**src/rtl/countdown_timer_halfsub.sv**
```systemverilog
// Loadable down-counter/timer. The decrement comes from a ripple chain of half-subtractors.
// A two-state FSM handles load, start, stop, enable gating and auto-reload.
module countdown_timer_halfsub #(
  parameter int WIDTH = 4
) (
  input  logic             clk,
  input  logic             rst,
  input  logic             load,
  input  logic [WIDTH-1:0] load_val,
  input  logic             start,
  input  logic             stop,
  input  logic             en,
  input  logic             auto_reload,
  output logic [WIDTH-1:0] cnt,
  output logic             busy,
  output logic             done
);

  typedef enum logic {
    IDLE = 1'b0,
    RUN  = 1'b1
  } state_t;

  state_t           state_q, state_d;
  logic [WIDTH-1:0] cnt_q, cnt_d;
  logic [WIDTH-1:0] reload_q, reload_d;
  logic             busy_q, busy_d;
  logic             done_q, done_d;

  // Half-subtractor chain: borrow_in[0] is the constant 1 being subtracted.
  // The borrow out of the top stage is never built because nothing uses it.
  logic [WIDTH-1:0] borrow_in;
  logic [WIDTH-1:0] cnt_dec;

  assign borrow_in[0] = 1'b1;

  generate
    for (genvar gi = 0; gi < WIDTH; gi++) begin : g_halfsub
      assign cnt_dec[gi] = cnt_q[gi] ^ borrow_in[gi];
      if (gi < WIDTH - 1) begin : g_borrow
        assign borrow_in[gi+1] = ~cnt_q[gi] & borrow_in[gi];
      end
    end
  endgenerate

  always_comb begin
    state_d  = state_q;
    cnt_d    = cnt_q;
    reload_d = reload_q;
    done_d   = 1'b0;

    if (load) begin
      cnt_d    = load_val;
      reload_d = load_val;
      state_d  = IDLE;
    end else begin
      case (state_q)
        IDLE: begin
          if (start && (cnt_q != '0)) begin
            state_d = RUN;
          end
        end
        RUN: begin
          if (stop) begin
            state_d = IDLE;
          end else if (cnt_q == '0) begin
            // Unreachable through normal operation; fall back to IDLE.
            state_d = IDLE;
          end else if (en) begin
            if (cnt_q == WIDTH'(1)) begin
              done_d = 1'b1;
              if (auto_reload && (reload_q != '0)) begin
                cnt_d = reload_q;
              end else begin
                cnt_d   = '0;
                state_d = IDLE;
              end
            end else begin
              cnt_d = cnt_dec;
            end
          end
        end
        default: state_d = IDLE;
      endcase
    end

    busy_d = (state_d == RUN);
  end

  always_ff @(posedge clk or posedge rst) begin
    if (rst) begin
      state_q  <= IDLE;
      cnt_q    <= '0;
      reload_q <= '0;
      busy_q   <= 1'b0;
      done_q   <= 1'b0;
    end else begin
      state_q  <= state_d;
      cnt_q    <= cnt_d;
      reload_q <= reload_d;
      busy_q   <= busy_d;
      done_q   <= done_d;
    end
  end

  assign cnt  = cnt_q;
  assign busy = busy_q;
  assign done = done_q;

endmodule

```
**config.mk**
```make
export PLATFORM = sky130hd
export DESIGN_NAME = countdown_timer_halfsub
export DESIGN_NICKNAME = d
export VERILOG_FILES = /design/src/rtl/countdown_timer_halfsub.sv
export SDC_FILE = /design/constraint.sdc
export NUM_CORES = 1
export LEC_CHECK = 0
export CORE_AREA = 5 5 42 44
export CTS_BUF_LIST = sky130_fd_sc_hd__clkbuf_8
export DETAILED_ROUTE_END_ITERATION = 10
export DIE_AREA = 0 0 47 49
export PLACE_DENSITY = 0.74
export SYNTH_ARGS = -nofsm -noshare
export SYNTH_HDL_FRONTEND = slang
export SYNTH_SLANG_ARGS = --single-unit
```
**constraint.sdc**
```tcl
create_clock -name clk -period 3.52 [get_ports clk]
set_input_delay 0.88 -clock clk [delete_from_list [all_inputs] [get_ports clk]]
set_output_delay 0.88 -clock clk [all_outputs]
set_load 0.1 [all_outputs]
```
**After elaboration in Yosys (flattened, before gate mapping)**

Cells that the tools add are included.

- Bits in registers: 10
- Output and inout port bits: 6
- Logic and storage cells: 45

- Equality and inequality tests: 3
- Multiplexer cells: 21
- Bitwise gates (word level): 9
- Reduce and logical (&&, ||, !) cells: 8

Operator list:

| operator | count |
|---|---|
| $mux 4 | 7 |
| $mux 1 | 13 |
| $reduce_bool 4->1 | 2 |
| $eq 4x1->1 const B | 1 |
| $logic_not 4->1 | 1 |
| $ne 2x2->1 const B | 2 |
| $not 1->1 | 4 |
| $reduce_and 4->1 | 1 |
| $reduce_bool 2->1 | 2 |
| $xor 1x1->1 | 3 |
| $and 1x1->1 | 2 |
| $logic_and 1x1->1 | 2 |
| $pmux 1 s2 | 1 |

**Longest topological paths before layout**

- Word-level depth: 10
- Gate-level depth with buffers: 6

**Least setup slack after synthesis**

OpenSTA, ideal clock, no wires.

- Path kind: register to register
- Start point: register cnt_q[1], in the netlist cnt[1]
- End point: register cnt_q[1], in the netlist cnt[1]
- Setup time: 0.134 ns
- Arrival time: 2.211 ns
- Data required time: 3.386 ns
- Setup slack: 1.175 ns
- Stages on the path, launching flop included: 7
- Cells stage by stage: dfrtp_1 inv_1 ha_1 nor3b_2 or3_4 a311oi_1 o31ai_1

- Word-level cells in the longest chain between the ends: 7
- Elaborated cells between the ends (all ways): 11
- Those cells by class: eq/ne (2); mux (6); bitwise (1); reduce/logical (2)

Ends and longest elaborated chain:

| what | RTL line | source |
|---|---|---|
| from (decl) | 25 | `logic [WIDTH-1:0] cnt_q, cnt_d;` |
| from (signal assigned) | 99 | `cnt_q <= cnt_d;` |
| $eq 4x1->1 or $xor 1x1->1 (tied branches) | 70, 39 |  |
| $mux 4 | 70 | `if (cnt_q == WIDTH'(1)) begin` |
| $mux 4 | 69 | `end else if (en) begin` |
| $mux 4 | 66 | `end else if (cnt_q == '0) begin` |
| $mux 4 | 64 | `if (stop) begin` |
| $mux 4 | 57 | `case (state_q)` |
| $mux 4 | 52 | `if (load) begin` |

Parallel ways exist; a longest one is shown, timed or not. The select of a mux whose other input is x is not followed.
A chain may end at the register's enable or synchronous reset.

**Final worst setup path**

- Start point: input port en
- End point: register cnt_q[2], in the netlist cnt[2]

- Word-level cells in the longest chain between the ends: 2

Ends and longest elaborated chain:

| what | RTL line | source |
|---|---|---|
| from (decl) | 12 | `input logic en,` |
| $reduce_bool 2->1 (no line) | - |  |
| $reduce_and 4->1 (no line) | - |  |

No other way between the ends.

==> flow_metrics.tcl <==
set metrics [dict create \
    status "completed" \
    clkTransAtPathRegs_ns 0.05 \
    start_kind "primary input" \
    cts_sinks 10 \
    cp-startpoint "en" \
    cts_setup_buffers 0 \
    drt-initial-drc-count 12 \
    slew_headroom_pct 69.5 \
    final_cell_mix "10 x dfrtp_1, 10 x clkdlybuf4s50_1, 8 x inv_1" \
    cp_cell_sequence "clkdlybuf4s50_1, nand2_1, or3_4, a311oi_1, o31ai_1" \
    cp_data_arrival_time_ns 2.22 \
    row_count 14 \
    tightest_slew_ns 0.457 \
    track_usage_pct 12.4 \
    pwr-share-comb_pct 27.3 \
    cts_resized 0 \
    wl_mm 1.26 \
    drc 0 \
    skew_ns 0.000999 \
    clk_latency_ns 0.23 \
    cts_tree "yes" \
    ys_seq_elements 10 \
    fin_setup_tns_ns 0 \
    overflow 0 \
    max_cap_violations 0 \
    area_growth_pct 38.4 \
    core_area_sq_mm 0.00140 \
    slew_violations 0 \
    critPathCapture "cnt[2]" \
    wire_per_inst_um 13.6 \
    grt_pass1_wl_mm 2.10 \
    htree_levels 1 \
    critPathMaxStageDelay_ns 0.48 \
    hold_path.class "reg -> reg" \
    synth_area_sq_um 564 \
    initial_core_util_pct 40.3 \
    synth.yosys.warnings 0 \
    p_leak_nw 0.352 \
    final_util_pct 55.7 \
    async_flop_share_pct 100 \
    antenna_found_initial 0 \
    postRouteAntennaNets 0 \
    r2r-start "cnt[0]" \
    timing.fmax_mhz 471 \
    switching_share_pct 32.6 \
    p_sw_uw 125 \
    dr.pass1.iters 4 \
    reg2reg_to "cnt[2]" \
    setup_viol 0 \
    rrSetupSlack_ns 1.71 \
    die_h_um 49 \
    final_layout_size_suffix_gt1_share_pct 19.5 \
    syn_area_per_cell_sq_um 9.73 \
    ir_drop_mv 0.257 \
    synth_nets 72 \
    crit_cells 5 \
    critical_path_class "in -> reg" \
    cts_buffers 3 \
    cts_root_buf "clkbuf_8" \
    num_antenna_cells 0 \
    clkPwrFrac_pct 37.0 \
    worstRegToRegCells 6 \
    ios 17 \
    post-route-min-period_ns 2.13 \
    post-route-period-util_pct 60.4 \
    crit_fanout 5 \
    port_buffers 16 \
    yosys.area.top_type "dfrtp_1" \
    power.internal_uw 258 \
    grt_pass1_vias 487 \
    p_per_area_mw_per_mm2 490 \
    place.gp.congestion 0.770 \
    rsz0062_at_grt "false" \
    ys_seq_area_share_pct 44.3 \
    final_hold_viol_count 0 \
    cts_hold_buf 0 \
    dieArea_sq_mm 0.00230 \
    critical_path.top_delay_family "buffers and inverters" \
    ys.flop_type "dfrtp_1" \
    vias_per_cell 5.31 \
    worstPathRequired_ns 3.62 \
    synthTopCellsByArea "dfrtp_1 44%, ha_1 6.7%, inv_1 5.3%" \
    grt_max_degree 15 \
    synth.distinct_cells 23 \
    synth.top_cell.area_share_pct 44.3 \
    p_seq_share_pct 35.7 \
    syn_inst 58 \
    nets 92 \
    path_buf_inv 1 \
    crit_slowest_cell "clkdlybuf4s50_1" \
    cp-end-kind "flop" \
    fp.dieW_um 47 \
    vias 494 \
    clock_path_buffers 2 \
    synth_edf_count 0 \
]
[metrics by stage]
step	total power [mW]	setup WS, ns	instance area (sq um)	std cells	hold WS (ns)
after CTS	0.388	1.40	781	93	0.549
after floorplan	0.211	1.18	564	58	0.490
after global routing	0.404	1.35	781	93	0.584
after global placement	0.242	1.24	726	89	0.516
final	0.383	1.39	781	93	0.546
after detailed placement	0.243	1.16	726	89	0.538
[Yosys cell counts (2+ instances only)]
| cell type | n |
|---|---|
| nand2_1 | 4 |
| a311oi_1 | 3 |
| ha_1 | 3 |
| nor3b_2 | 2 |
| o31ai_1 | 3 |
| o21ai_0 | 3 |
| nor4_1 | 2 |
| dfrtp_1 | 10 |
| nor2_1 | 6 |
| inv_1 | 8 |
| a21oi_1 | 2 |
[cell families (layout without fill, tap and decap cells)]
logic type / count (synthesis) / count (layout) / share of synthesized area [%]
AND/OR/NAND/NOR: 20 / 20 / 22.2
AO/OA/AOI/OAI: 14 / 14 / 17.1
flip-flops: 10 / 10 / 44.3
buffers and inverters: 9 / 28 / 5.99
adder cells (fa/ha/maj): 3 / 3 / 6.65
multiplexers: 2 / 2 / 3.77
[how the worst min path moves through the flow]
stage	start	endpoint	cells past startpoint
after detailed placement	reload_q[3]	reload_q[3]	1
after global placement	reload_q[3]	reload_q[3]	1
after floorplan	reload_q[3]	reload_q[3]	1
after CTS	reload_q[3]	reload_q[3]	1
after global routing	reload_q[0]	reload_q[0]	2
final	reload_q[3]	reload_q[3]	1
[per-layer routing]
metal  wire [um]  up-vias  track usage [%]
li1            -      249                -
met1         534      225             16.3
met2         612       16             18.1
met3          97        4             2.21
met4          20        0             7.37
met5           0        -                0
[state kept, by name (all words and copies together) (netlist names)]
signal	count
done	1
cnt	4
reload_q	4
busy	1
[layout make-up]
| type | instances | area [sq um] |
|---|---|---|
| Clock buffer | 4 | 55.1 |
| Multi-Input combinational cell | 39 | 280 |
| Tap cell | 16 | 20.0 |
| Inverter | 8 | 30.0 |
| Fill cell | 131 | 621 |
| Sequential cell | 10 | 250 |
| Timing Repair Buffer | 16 | 145 |
[power by group through the flow]
stage | logic, mW | clock network [mW] | registers, mW
2_1_floorplan | 0.0334 | 0 | 0.177
3_5_place_dp | 0.104 | 0 | 0.139
3_3_place_gp | 0.104 | 0 | 0.138
6_report | 0.104 | 0.142 | 0.137
4_1_cts | 0.105 | 0.146 | 0.137
5_1_grt | 0.112 | 0.153 | 0.138
(Power assumes the default switching activity.)
